### src/rtl/memory_feeder.sv
// Memory-mapped stream source: serves a parameter-initialised word array to CPU
// loads, advanced by CPU writes to the DATA register, with underrun accounting.
module memory_feeder #(
   parameter int addr_size  = 8,
   parameter int word_size  = 8,
   parameter int array_size = 4,
   parameter logic [addr_size-1:0] base_addr = 8'h80,
   parameter logic [array_size*word_size-1:0] array_content = 32'h0806_0402
) (
   input  logic                 clk,
   input  logic                 reset,
   input  logic [addr_size-1:0] addr,
   input  logic [word_size-1:0] data_in,
   input  logic                 write_en,
   output logic [word_size-1:0] data_out,
   output logic                 exhausted,
   output logic                 underrun
);

   localparam logic [1:0] REG_DATA   = 2'd0;
   localparam logic [1:0] REG_STATUS = 2'd1;
   localparam logic [1:0] REG_CTRL   = 2'd2;

   localparam logic [word_size-1:0] size_w = word_size'(array_size);

   logic [word_size-1:0] index;
   logic [word_size-1:0] uflow;
   logic [word_size-1:0] cur_word;
   logic [word_size-1:0] rd_data;
   logic [addr_size-1:0] offset;
   logic [1:0]           sel;
   logic                 in_window;
   logic                 wr_hit;
   logic                 unused_data_bits;

   // Modular subtraction makes a window that straddles the top of the address
   // space wrap naturally; the offset is inside the window when it is below 4.
   assign offset    = addr - base_addr;
   assign in_window = (offset[addr_size-1:2] == '0);
   assign sel       = offset[1:0];
   assign wr_hit    = write_en && in_window;

   assign exhausted = (index == size_w);
   assign underrun  = (uflow != '0);

   // Only bit 0 of a CTRL write carries meaning.
   assign unused_data_bits = ^data_in[word_size-1:1];

   always_comb begin
      cur_word = '0;
      for (int i = 0; i < array_size; i++) begin
         if (index == word_size'(i)) begin
            cur_word = array_content[i*word_size +: word_size];
         end
      end
   end

   always_comb begin
      rd_data = '0;
      if (in_window) begin
         case (sel)
            REG_DATA:   rd_data = cur_word;
            REG_STATUS: rd_data = size_w - index;
            REG_CTRL:   rd_data = uflow;
            default:    rd_data = '0;
         endcase
      end
   end

   // Read data is taken from pre-update state, so a same-cycle DATA read and
   // write returns the old word.
   always_ff @(posedge clk or posedge reset) begin
      if (reset) begin
         index    <= '0;
         uflow    <= '0;
         data_out <= '0;
      end else begin
         data_out <= rd_data;
         if (wr_hit) begin
            case (sel)
               REG_DATA: begin
                  if (!exhausted) begin
                     index <= index + 1'b1;
                  end else if (uflow != '1) begin
                     uflow <= uflow + 1'b1;
                  end
               end
               REG_CTRL: begin
                  if (data_in[0]) begin
                     index <= '0;
                     uflow <= '0;
                  end
               end
               default: ;
            endcase
         end
      end
   end

endmodule

### config.mk
export PLATFORM = sky130hd
export DESIGN_NAME = memory_feeder
export DESIGN_NICKNAME = d
export VERILOG_FILES = /design/src/rtl/memory_feeder.sv
export SDC_FILE = /design/constraint.sdc
export NUM_CORES = 1
export LEC_CHECK = 0
export ABC_AREA = 1
export CAP_MARGIN = 20
export CORE_MARGIN = 10
export CORE_UTILIZATION = 35
export CTS_CLUSTER_SIZE = 28
export DETAILED_ROUTE_END_ITERATION = 12
export GPL_ROUTABILITY_DRIVEN = 0
export HOLD_SLACK_MARGIN = 0.03
export PLACE_DENSITY = 0.66
export REMOVE_ABC_BUFFERS = 1
export SYNTH_ARGS = -nofsm -noshare
export SYNTH_HDL_FRONTEND = slang
export SYNTH_SLANG_ARGS = --single-unit
### constraint.sdc
create_clock -name clk -period 1.7 [get_ports clk]
set_clock_uncertainty 0.05 [all_clocks]
set_input_delay 0.34 -clock clk [delete_from_list [all_inputs] [get_ports clk]]
set_output_delay 0.34 -clock clk [all_outputs]
set_load 0.03 [all_outputs]
; ---- After elaboration in Yosys (flattened, before gate mapping)
; Index checks and enable logic that the tools add are counted.
[classes]
n_addsub = 4
eq_ne = 11
mux = 12
n_reduce_logical = 8
[op_table]
columns = cell, count
row1 = 8-bit 2-to-1 mux, 8
row2 = 8-bit case mux with 2 select lines, 2
row3 = 8-bit case mux with 3 select lines, 1
row4 = 8-bit by 1-bit adder with 8-bit output (second input constant), 2
row5 = 8-bit by 2-bit == test with 1-bit output (second input constant), 2
row6 = 8-bit by 1-bit == test with 1-bit output (second input constant), 1
row7 = 8-bit by 3-bit == test with 1-bit output (second input constant), 1
row8 = 8-bit logical NOT, 1
row9 = 2-bit != test (second input constant), 4
row10 = 8-bit != test (second input constant), 1
row11 = 8-bit nonzero test, 1
row12 = 3-bit by 8-bit subtractor with 8-bit output (first input constant), 1
row13 = 8-bit subtractor (second input constant), 1
row14 = 6-bit logical NOT, 1
row15 = 5-bit AND reduction, 1
row16 = 4-bit AND reduction, 1
row17 = 2-bit by 1-bit == test with 1-bit output (second input constant), 1
row18 = 2-bit == test (second input constant), 1
row19 = 2-bit logical NOT, 1
row20 = 2-bit 2-to-1 mux, 1
row21 = 2-bit nonzero test, 1
row22 = 1-bit logical AND, 1
[word_totals]
out_inout_bits = 10
inputBits = 19
regBits = 24
elab_cells = 38

; ---- Longest topological paths before layout
; Gate-level depths: netlist of the first run.
[logic_depth]
depth_word = 7
depth_mapped = 9
ltp_nobuf = 9

; ---- Least setup slack after synthesis of the first run
; No wires, ideal clock.
[synth_path]
kind = register to register
start = register index[0]
end = register index[3]
slack_ps = 63
path_stages_with_launch = 10
setup_ps = 74
arrival_time_ps = 1513
cell_sequence = dfrtp_1 > inv_1 > ha_1 > nand3_2 > nor2_8 > nand2_4 > nand2_4 > buf_12 > nand2_2 > o21ai_2
[synth_between]
elab_chain_len = 3
elab_cells_between_ends = 6
[synth_lines]
columns = item, line
row1 = from (decl), 26  ; logic [word_size-1:0] index;
row2 = from (signal assigned), 83  ; index <= index + 1'b1;
row3 = 8-bit by 3-bit == test with 1-bit output, 43  ; assign exhausted = (index == size_w);
row4 = via exhausted, 16  ; output logic exhausted,
row5 = 2-bit != test (no line), --
row6 = 4-bit AND reduction (no line), --
; The timed path passes the listed nets, and every way through them passes these cells. The select of a mux whose other input is x is not followed.
; A chain may end at the register's enable or synchronous reset.

; ---- Final worst setup path of the first run
[layout_path]
start = register uflow[6]
end = output port underrun
[layout_between]
elab_chain_len = 1
[layout_lines]
columns = item, line
row1 = from (decl), 27  ; logic [word_size-1:0] uflow;
row2 = from (signal assigned), 85  ; uflow <= uflow + 1'b1;
row3 = 8-bit nonzero test, 44  ; assign underrun = (uflow != '0);
row4 = to (decl), 17  ; output logic underrun
; Every way passes these cells.

==> metrics.md, run 1 <==
| Metric | Value |
|---|---|
| Largest area contributor in the synthesized netlist | `sky130_fd_sc_hd__dfrtp_1` |
| Fin. max-slew vios | `0` |
| Arrival time at the worst endpoint | `1.31 ns` |
| Worst reg2reg path startpoint | `uflow[0]$_DFFE_PP0P_` |
| Site row count | `25` |
| VDD IR max | `487 uV` |
| Routed wire length | `3.95 mm` |
| Most used cells in the layout excluding fill and tap cells | `sky130_fd_sc_hd__nand2_1 (59), sky130_fd_sc_hd__inv_1 (28), sky130_fd_sc_hd__buf_4 (26), sky130_fd_sc_hd__nand3_1 (25), sky130_fd_sc_hd__dfrtp_1 (22)` |
| Launching element type of the critical path | `flip-flop` |
| Initial antenna violation count | `0` |
| Actual slew at the worst max-slew pin | `0.379 ns` |
| Finish-stage setup viols | `0` |
| Combinational share of power | `0.123` |
| Final hold slack | `0.367 ns` |
| Critical path endpoint category | `output pin` |
| Ratio of cells with drive above 1 in the final layout | `0.245` |
| Total number of H-tree levels | `1` |
| Internal power | `0.000963 W` |
| Share of power burned in registers | `0.469` |
| Routed vias | `1571` |
| Clock share of power | `0.409` |
| Via count of the first global-routing pass | `1499` |
| Die X-Extent | `90.2 um` |
| Vertical die dimension | `90.2 um` |
| # DRC | `0` |
| Dpl cell area | `2120 um2` |
| Count of endpoints failing hold in the final timing report | `0` |
| Gate Count Post-Synth | `232` |
| GR Util All Layers | `0.0976` |
| Crit path from | `uflow[6]$_DFFE_PP0P_` |
| Most common cell after layout, fill and taps aside | `sky130_fd_sc_hd__nand2_1` |
| Overall die area | `8140 um2` |
| Average size of a mapped cell | `7.44 um2` |
| Number of nets in the finished design | `304` |
| Synthesized cell area | `1730 um2` |
| TritonCTS clock tree | `done` |
| Category of the most critical setup path | `reg -> out` |
| Max transition margin | `0.745` |
| Top area cells in the synthesized netlist | `sky130_fd_sc_hd__dfrtp_1 (35%), sky130_fd_sc_hd__nand2_1 (13%), sky130_fd_sc_hd__nand3_1 (7.2%)` |
| P_leak | `1.19 nW` |
| Unique cell type count in the Yosys netlist | `29` |
| Max cap viols | `0` |
| Net switching power | `0.000271 W` |
| Clock insertion delay at the later pin of the skew report | `0.27 ns` |
| Area taken by multi-input logic gates | `1000 um2` |
| Detailed-router iteration count before antenna repair | `4` |
| Seq/Total Area, Yosys | `0.348` |
| Clock buffers created by TritonCTS | `3` |
| Top-area cell type share of the netlist area | `0.348` |
| Largest driver fanout on the critical path | `2` |
| Avg Vias per Cell | `4.55` |
| Fraction of the cycle the final worst path needs | `0.999` |
| Status | `finished, final reports clean` |
| Number of buffer cells added on primary ports | `21` |
| Final min period | `1.70 ns` |
| Maximum operating frequency | `589 MHz` |
| Flop and latch count out of synthesis | `24` |
| TritonCTS sink count | `24` |
| DP HPWL | `2.91 mm` |
| Number of warnings issued by yosys | `0` |
| Area added between synthesis and finish | `33.8%` |
| Smallest setup slack after layout | `0.00110 ns` |
| Post-route cell area | `2310 um2` |
| Remaining number of nets flagged by the antenna check after routing | `0` |
| Maximum root-to-sink buffer count | `2` |
| CTS root buffer | `sky130_fd_sc_hd__clkbuf_8` |
| Filler Cell Count | `478` |
| Number of primary I/O pins | `29` |
| Power density of the placed cells | `534 nW/um2` |
| Global-route wire length before repair | `6.78 mm` |
| Switching fraction of total power | `0.219` |
| Clk pin slew, worst setup/hold paths | `0.09 ns` |
| Tightest Hold Check Type | `in -> async` |
| Register cell area after layout | `603 um2` |
| Number of hold buffers added after cts | `0` |
| Antenna Diode Count | `0` |
| Initial core utilization | `0.363` |
| Pin count of the biggest net entering global routing | `25` |
| Worst slack at placement | `-0.183 ns` |
| Violation count after the first detailed-route iteration | `92` |
| Area of the placeable core | `4750 um2` |
| Required time of the critical path | `1.31 ns` |
| Wire length per cell | `11.4 um` |
| GRT overflow | `0` |
| Unrepaired setup endpoints after global routing | `yes` |
## stage by stage
step / setup TNS [ns] / instances / util / power (W)
floorplan: 0 / 227 / - / 0.000660
global placement: -1.79 / 335 / 0.446 / 0.000727
detailed placement: -1.95 / 335 / 0.446 / 0.000728
CTS: -0.00559 / 341 / 0.468 / 0.00124
global route: -0.0795 / 345 / 0.486 / 0.00128
finish: 0 / 345 / 0.486 / 0.00123
## sequential cells by signal (all words and copies together) (netlist names)
signal,flops
uflow,8
index,8
data_out,8
## critical path: stages, from the launching register on
cell	delay, ns
sky130_fd_sc_hd__dfrtp_1	0.42
sky130_fd_sc_hd__nor4_4	0.32
sky130_fd_sc_hd__nand4_1	0.11
sky130_fd_sc_hd__buf_4	0.19
## cell type report
| class | count | share of cell area |
|---|---|---|
| clock buffers | 3 | 0.0179 |
| repair buffers | 47 | 0.185 |
| flip-flops and latches | 24 | 0.261 |
| well taps | 67 | 0.0363 |
| clock inverters | 1 | 0.0130 |
| inverters | 32 | 0.0520 |
| multi-input cells | 171 | 0.435 |
## path summary, 6_finish.rpt
| check | endpoint | slack (ns) | cells past startpoint |
|---|---|---|---|
| setup / recovery | underrun | 0.001 | 3 |
| hold / removal | uflow[5]$_DFFE_PP0P_ | 0.37 | 3 |
| setup reg to reg | uflow[5]$_DFFE_PP0P_ | 0.11 | 9 |
| hold reg to reg | index[7]$_DFFE_PP0P_ | 0.51 | 2 |
| max in group asynchronous | index[2]$_DFFE_PP0P_ | 0.97 | 3 |
| min in group clk | index[7]$_DFFE_PP0P_ | 0.51 | 2 |
## power by group through the flow
stage                     registers (W)  clock network, W  logic [W]
after floorplan                0.000593                 0  0.0000665
after global placement         0.000590                 0   0.000137
after detailed placement       0.000590                 0   0.000138
after CTS                      0.000578          0.000520   0.000146
after global routing           0.000579          0.000536   0.000169
final                          0.000578          0.000504   0.000151
## layer usage
metal,part of all wire,GRT usage
met5,0,0
met4,0.012,0.0292
met3,0.032,0.0274
met2,0.45,0.148
met1,0.51,0.131
## kinds of logic after synthesis
group           share of synthesized area
fa+ha+maj                          0.0435
buf+inv                            0.0978
flops                               0.348
simple gates                        0.387
xor+xnor                           0.0203
compound gates                      0.104
## timing repair
| action | CTS | global route |
|---|---|---|
| setup endpoints to repair | 2 | 15 |
| cloned | 0 | 0 |
| buffers inserted | 2 | 4 |
| gates resized for setup | 12 | 14 |
| pin swaps | 2 | 6 |
## cells in the mapped netlist
cell type	instances
sky130_fd_sc_hd__nand4_1	4
sky130_fd_sc_hd__dfrtp_1	24
sky130_fd_sc_hd__o211ai_1	3
sky130_fd_sc_hd__a31oi_1	1
sky130_fd_sc_hd__o21bai_1	1
sky130_fd_sc_hd__or2_2	2
sky130_fd_sc_hd__nand2_4	3
sky130_fd_sc_hd__o21ai_2	6
sky130_fd_sc_hd__nand2_2	7
sky130_fd_sc_hd__nand3_4	2
sky130_fd_sc_hd__buf_4	1
sky130_fd_sc_hd__buf_6	1
sky130_fd_sc_hd__nor4_1	1
sky130_fd_sc_hd__nor2_8	2
sky130_fd_sc_hd__nand2_1	60
sky130_fd_sc_hd__buf_12	1
sky130_fd_sc_hd__nor2_4	1
sky130_fd_sc_hd__xor2_1	2
sky130_fd_sc_hd__xnor2_1	2
sky130_fd_sc_hd__buf_2	2
sky130_fd_sc_hd__inv_2	1
sky130_fd_sc_hd__a21oi_1	10
sky130_fd_sc_hd__ha_1	6
sky130_fd_sc_hd__nor2_1	22
sky130_fd_sc_hd__nand3_1	25
sky130_fd_sc_hd__nand3_2	2
sky130_fd_sc_hd__inv_1	31
sky130_fd_sc_hd__o21ai_0	8
sky130_fd_sc_hd__nor3b_1	1
Note: power is estimated with default switching activity, not from simulation.
==> inputs of run 2 (changes only) <==
--- a/config.mk
+++ b/config.mk
@@ -12,7 +12,6 @@
 export CTS_CLUSTER_SIZE = 28
 export DETAILED_ROUTE_END_ITERATION = 12
 export GPL_ROUTABILITY_DRIVEN = 0
-export HOLD_SLACK_MARGIN = 0.03
 export PLACE_DENSITY = 0.66
 export REMOVE_ABC_BUFFERS = 1
 export SYNTH_ARGS = -nofsm -noshare
==> results of run 2 <==
No change in the layout: final DEF, timing and power equal those of run 1.
